**config.mk**
```make
export PLATFORM = sky130hd
export DESIGN_NAME = demux_1to32_collector
export DESIGN_NICKNAME = d
export VERILOG_FILES = /design/src/rtl/demux_1to32_collector.sv
export SDC_FILE = /design/constraint.sdc
export NUM_CORES = 1
export LEC_CHECK = 0
export ABC_AREA = 1
export ABC_CLOCK_PERIOD_IN_PS = 2150
export CAP_MARGIN = 10
export CORE_MARGIN = 1
export CORE_UTILIZATION = 52
export DETAILED_ROUTE_END_ITERATION = 8
export PLACE_DENSITY = 0.9
export SLEW_MARGIN = 20
export SYNTH_ARGS = -nofsm -noshare
export SYNTH_HDL_FRONTEND = slang
export SYNTH_SLANG_ARGS = --single-unit
```
**constraint.sdc**
```tcl
create_clock -name clk -period 2.15 [get_ports clk]
set_clock_uncertainty 0.05 [all_clocks]
set_input_delay 0.215 -clock clk [delete_from_list [all_inputs] [get_ports clk]]
set_output_delay 0.215 -clock clk [all_outputs]
set_load 0.005 [all_outputs]
```
**src/rtl/demux_1to32_collector.sv**
```systemverilog
// demux_1to32_collector: scatters a tagged serial bit stream into a WIDTH-bit word
// and hands the word off on a valid/ready interface once every position has been
// written, or earlier on flush.
// Optional feature macro: DEMUX_PARITY_EN adds a registered even-parity output word_par.

// One bit position of the word: data bit, written flag, and its next-state value.
module demux_lane (
  input  logic clk,
  input  logic rst_n,
  input  logic clr,
  input  logic wr,
  input  logic bit_in,
  output logic data,
  output logic mask,
  output logic data_nxt
);

  logic mask_nxt;

  // Clear wins. A clear only happens in FULL, and writes only happen in COLLECT.
  always_comb begin
    data_nxt = data;
    mask_nxt = mask;
    if (clr) begin
      data_nxt = 1'b0;
      mask_nxt = 1'b0;
    end else if (wr) begin
      data_nxt = bit_in;
      mask_nxt = 1'b1;
    end
  end

  // Lane storage.
  always_ff @(posedge clk or negedge rst_n) begin
    if (!rst_n) begin
      data <= 1'b0;
      mask <= 1'b0;
    end else begin
      data <= data_nxt;
      mask <= mask_nxt;
    end
  end

endmodule

module demux_1to32_collector #(
  parameter int WIDTH = 32,
  parameter int IDX_W = $clog2(WIDTH)
) (
  input  logic             clk,
  input  logic             rst_n,
  input  logic             bit_in,
  input  logic [IDX_W-1:0] bit_sel,
  input  logic             bit_valid,
  output logic             bit_ready,
  input  logic             flush,
  output logic [WIDTH-1:0] word_out,
  output logic [WIDTH-1:0] word_mask,
  output logic             word_valid,
  input  logic             word_ready,
  output logic             dup_err
`ifdef DEMUX_PARITY_EN
  ,output logic            word_par
`endif
);

  typedef enum logic {COLLECT = 1'b0, FULL = 1'b1} state_t;

  state_t           state;
  logic             accept;
  logic             clr;
  logic             go_full;
  logic [WIDTH-1:0] sel_oh;
  logic [WIDTH-1:0] mask_post;
  logic [WIDTH-1:0] word_nxt;

  // Accept, write select and the post-write mask used to decide COLLECT->FULL.
  always_comb begin
    accept    = bit_valid & bit_ready;
    sel_oh    = accept ? (WIDTH'(1) << bit_sel) : '0;
    mask_post = word_mask | sel_oh;
    go_full   = (&mask_post) | (flush & (|mask_post));
    clr       = (state == FULL) & word_ready;
  end

  genvar gi;
  generate
    for (gi = 0; gi < WIDTH; gi++) begin : g_lane
      demux_lane u_lane (
        .clk      (clk),
        .rst_n    (rst_n),
        .clr      (clr),
        .wr       (sel_oh[gi]),
        .bit_in   (bit_in),
        .data     (word_out[gi]),
        .mask     (word_mask[gi]),
        .data_nxt (word_nxt[gi])
      );
    end
  endgenerate

  // Handshake FSM with registered bit_ready / word_valid / dup_err.
  always_ff @(posedge clk or negedge rst_n) begin
    if (!rst_n) begin
      state      <= COLLECT;
      bit_ready  <= 1'b1;
      word_valid <= 1'b0;
      dup_err    <= 1'b0;
    end else begin
      case (state)
        COLLECT: begin
          dup_err <= accept & word_mask[bit_sel];
          if (go_full) begin
            state      <= FULL;
            bit_ready  <= 1'b0;
            word_valid <= 1'b1;
          end
        end
        default: begin
          dup_err <= 1'b0;
          if (word_ready) begin
            state      <= COLLECT;
            bit_ready  <= 1'b1;
            word_valid <= 1'b0;
          end
        end
      endcase
    end
  end

`ifdef DEMUX_PARITY_EN
  // Parity tracks the next word value, so it is in step with word_out every cycle.
  always_ff @(posedge clk or negedge rst_n) begin
    if (!rst_n) word_par <= 1'b0;
    else        word_par <= ^word_nxt;
  end
`else
  logic unused_nxt;
  assign unused_nxt = ^word_nxt;
`endif

endmodule

```
==> flow_metrics.env <==
export IMPL_outcome="complete, no violations"
export IMPL_p_total_mw=3.98
export IMPL_cts_root_buffer="clkbuf_8"
export IMPL_yosys_register_bits=68
export IMPL_cts_path_max_buffers=2
export IMPL_timing_final_crit_period_ns=2.04
export IMPL_grt_pass1_wl_um=19200
export IMPL_synth_top_area_share_pct=42.2
export IMPL_max_freq_mhz=490
export IMPL_synth_mux_area_share_pct=0
export IMPL_seq_area_um2=1700
export IMPL_layout_cells_non_filler=715
export IMPL_design_area_um2=5350
export IMPL_final_layout_size_suffix_gt1_share_pct=25.8
export IMPL_grt_pass1_vias=3621
export IMPL_multi_input_area_um2=1550
export IMPL_placed_area_um2=4990
export IMPL_sw_frac_of_total_pct=31.7
export IMPL_synth_net_count=523
export IMPL_yosys_top_cells_area="dfrtp_1, buf_4, nor2_1"
export IMPL_tightest_slew_ns=0.377
export IMPL_num_rows=31
export IMPL_synth_area_um2=3970
export IMPL_fill_cells=595
export IMPL_ir_drop_uv=488
export IMPL_required_ns=2.38
export IMPL_vias=3800
export IMPL_worstSkewPairLatency_ns=0.35
export IMPL_ant_nets=0
export IMPL_comb_power_share_pct=29.5
export IMPL_gr_usage_all_layers_pct=33.6
export IMPL_p_sw_mw=1.26
export IMPL_post_route_util_pct=72.9
export IMPL_synth_top_family_by_area="simple AND/OR/NAND/NOR gates"
export IMPL_syn_inst=512
export IMPL_hpwl_um=9820
export IMPL_routed_wl_um=12700
export IMPL_cts_made_buffers=9
export IMPL_p_int_mw=2.72
export IMPL_clock_sinks=68
export IMPL_die_area_um2=7990
export IMPL_cp_end_kind="flop"
export IMPL_gp_congestion=0.996
export IMPL_synthAdderAreaFrac_pct=0
export IMPL_worstSetupStartpointType="flop"
export IMPL_finalHoldViolCount=0
export IMPL_seqPwrFrac_pct=38.1
export IMPL_ys_seq_area_share_pct=42.9
export IMPL_wl_per_cell_um=17.8
export IMPL_grt_max_degree=69
export IMPL_drt_iter0_markers=261
export IMPL_dp_cells=695
export IMPL_clkPwrFrac_pct=32.4
export IMPL_power_density_nw_per_um2=745
export IMPL_htreeDepth=3
export IMPL_synth_top_area_cell="dfrtp_1"
export IMPL_die_width_um=89.4
export IMPL_syn_to_final_growth_pct=34.7
export IMPL_diodes=0
export IMPL_cp_max_fo=8
export IMPL_timing_final_ws_setup_ns=0.107
export IMPL_fin_tns_setup_ns=0
export IMPL_cts_tree="done"
export IMPL_synth_xor_area_share_pct=0
export IMPL_synth_cell_type_count=31
export IMPL_start_util_pct=54.1
export IMPL_path_class="reg2reg"
export IMPL_synth_simple_area_share_pct=26.9
export IMPL_cap_viol_max_count=0
export IMPL_worstPathArrival_ns=2.28
export IMPL_ioPinCount=78
export IMPL_die_h_um=89.4
export IMPL_whs_ns=0.386
export IMPL_routed_via_density=5.31
export IMPL_portBuffers=77
export IMPL_finalCritPeriodShare_pct=95.0
export IMPL_dr_pass1_iters=6
export IMPL_gr_total_overflow=0
export IMPL_hold_path_class="in2async"
export IMPL_leakagePower_nw=2.67
export IMPL_coreArea_um2=7330
export IMPL_synth_compound_area_share_pct=10.5
export IMPL_drc=0
export IMPL_post_place_ws_ns=-0.266
export IMPL_yosys_warnings=0
export IMPL_setup_violations=0
export IMPL_slew_viol_final=0
export IMPL_slew_headroom_pct=74.9
export IMPL_grt_antenna_before_repair=0
export IMPL_clk_pin_slew_ns=0.08
export IMPL_avgSynthCellArea_um2=7.75
export IMPL_fin_nets=622
[metal layers]
metal  track usage, %  wire, um
met5                0         0
met1             44.1      5500
met2             54.2      6060
met3             6.37       690
met4             15.0       461
[layout by cell type, fill, tap and decap left out, types with 7 or more instances in the layout]
master and instances:
buf_4 87, nor2_1 86, nand2_1 75, clkdlybuf4s50_1 74
dfrtp_1 67, inv_1 38, a21oi_1 35, nand3_1 29
o21ai_0 23, nor2_2 17, nand4_1 9, clkbuf_8 9
inv_2 7, nor2_4 7
[power by group through the flow]
stage | sequential, mW | clock, mW | combinational (mW)
floorplan | 1.50 | 0 | 0.650
global placement | 1.53 | 0 | 1.11
detailed placement | 1.53 | 0 | 1.12
CTS | 1.51 | 1.30 | 1.13
global route | 1.53 | 1.34 | 1.29
finish | 1.52 | 1.29 | 1.18
[cell usage after synthesis]
master     number
o22ai_1         3
o2111ai_1       4
clkbuf_1        6
nor2_1         95
o21ai_1         2
nor2_2         13
buf_6           5
dfrtp_1        67
inv_1          39
nand3_1        29
a221oi_1        1
nor3_2          1
a21oi_1        36
a31oi_1         1
buf_2           2
or2_2           1
nand3_2         5
nor2_8          1
inv_2           7
inv_4           1
nand4_2         1
buf_1           3
a22oi_1         4
nand2_2         1
o211ai_1        1
nor2_4          2
nand2_1        80
buf_4          67
nand4_1         9
o21ai_0        24
dfstp_2         1
[worst max-delay path, stage by stage (launching register included)]
cell and delay, ns:
dfstp_2 0.56, nand2_4 0.08, nor2_4 0.15, buf_6 0.13
buf_12 0.11, nand4_1 0.15, nand2_1 0.12, o21ai_1 0.10
nor2_1 0.12, nand2_1 0.06, inv_1 0.06, nand3_1 0.08
nand2_2 0.11, nand2_2 0.06, nand2_1 0.05
[cell families (layout without fill, tap and decap cells)]
group / after synthesis / after routing
and+or+nand+nor: 238 / 238
buffers and inverters: 130 / 234
AOI/OAI and AO/OA: 76 / 76
DFF: 68 / 68
[worst paths after layout]
path / from / endpoint / slack [ns] / cells after the start
worst max-delay path: bit_ready / state / 0.11 / 14
worst min-delay path: rst_n / g_lane[23].u_lane.mask / 0.39 / 3
worst max register to register: bit_ready / state / 0.11 / 14
worst min register to register: word_valid / word_valid / 0.43 / 2
max in group asynchronous: rst_n / bit_ready / 1.33 / 3
min in group clk: bit_sel[4] / dup_err / 0.39 / 4
[sequential cells by signal (all words and copies together), names as in the netlist]
name                count
g_lane.u_lane.mask     32
dup_err                 1
word_valid              1
g_lane.u_lane.data     32
state                   1
bit_ready               1
[layout make-up]
type | count | share of cell area [%]
clock buffer | 10 | 2.39
clock inverter | 6 | 2.11
inverter | 47 | 3.39
multi-input combinational | 314 | 29.0
sequential | 68 | 31.9
tap | 99 | 2.32
timing repair buffer | 171 | 28.9
[repair_timing]
action | in CTS | in global routing
hold endpoints to repair | 67 | 0
hold buffers | 1 | 0
resized for setup | 2 | 26
endpoints found under the setup margin | 2 | 3
cloned | 0 | 0
pin swaps | 0 | 6
buffers inserted | 0 | 3
Note: power is estimated with default switching activity, not from simulation.
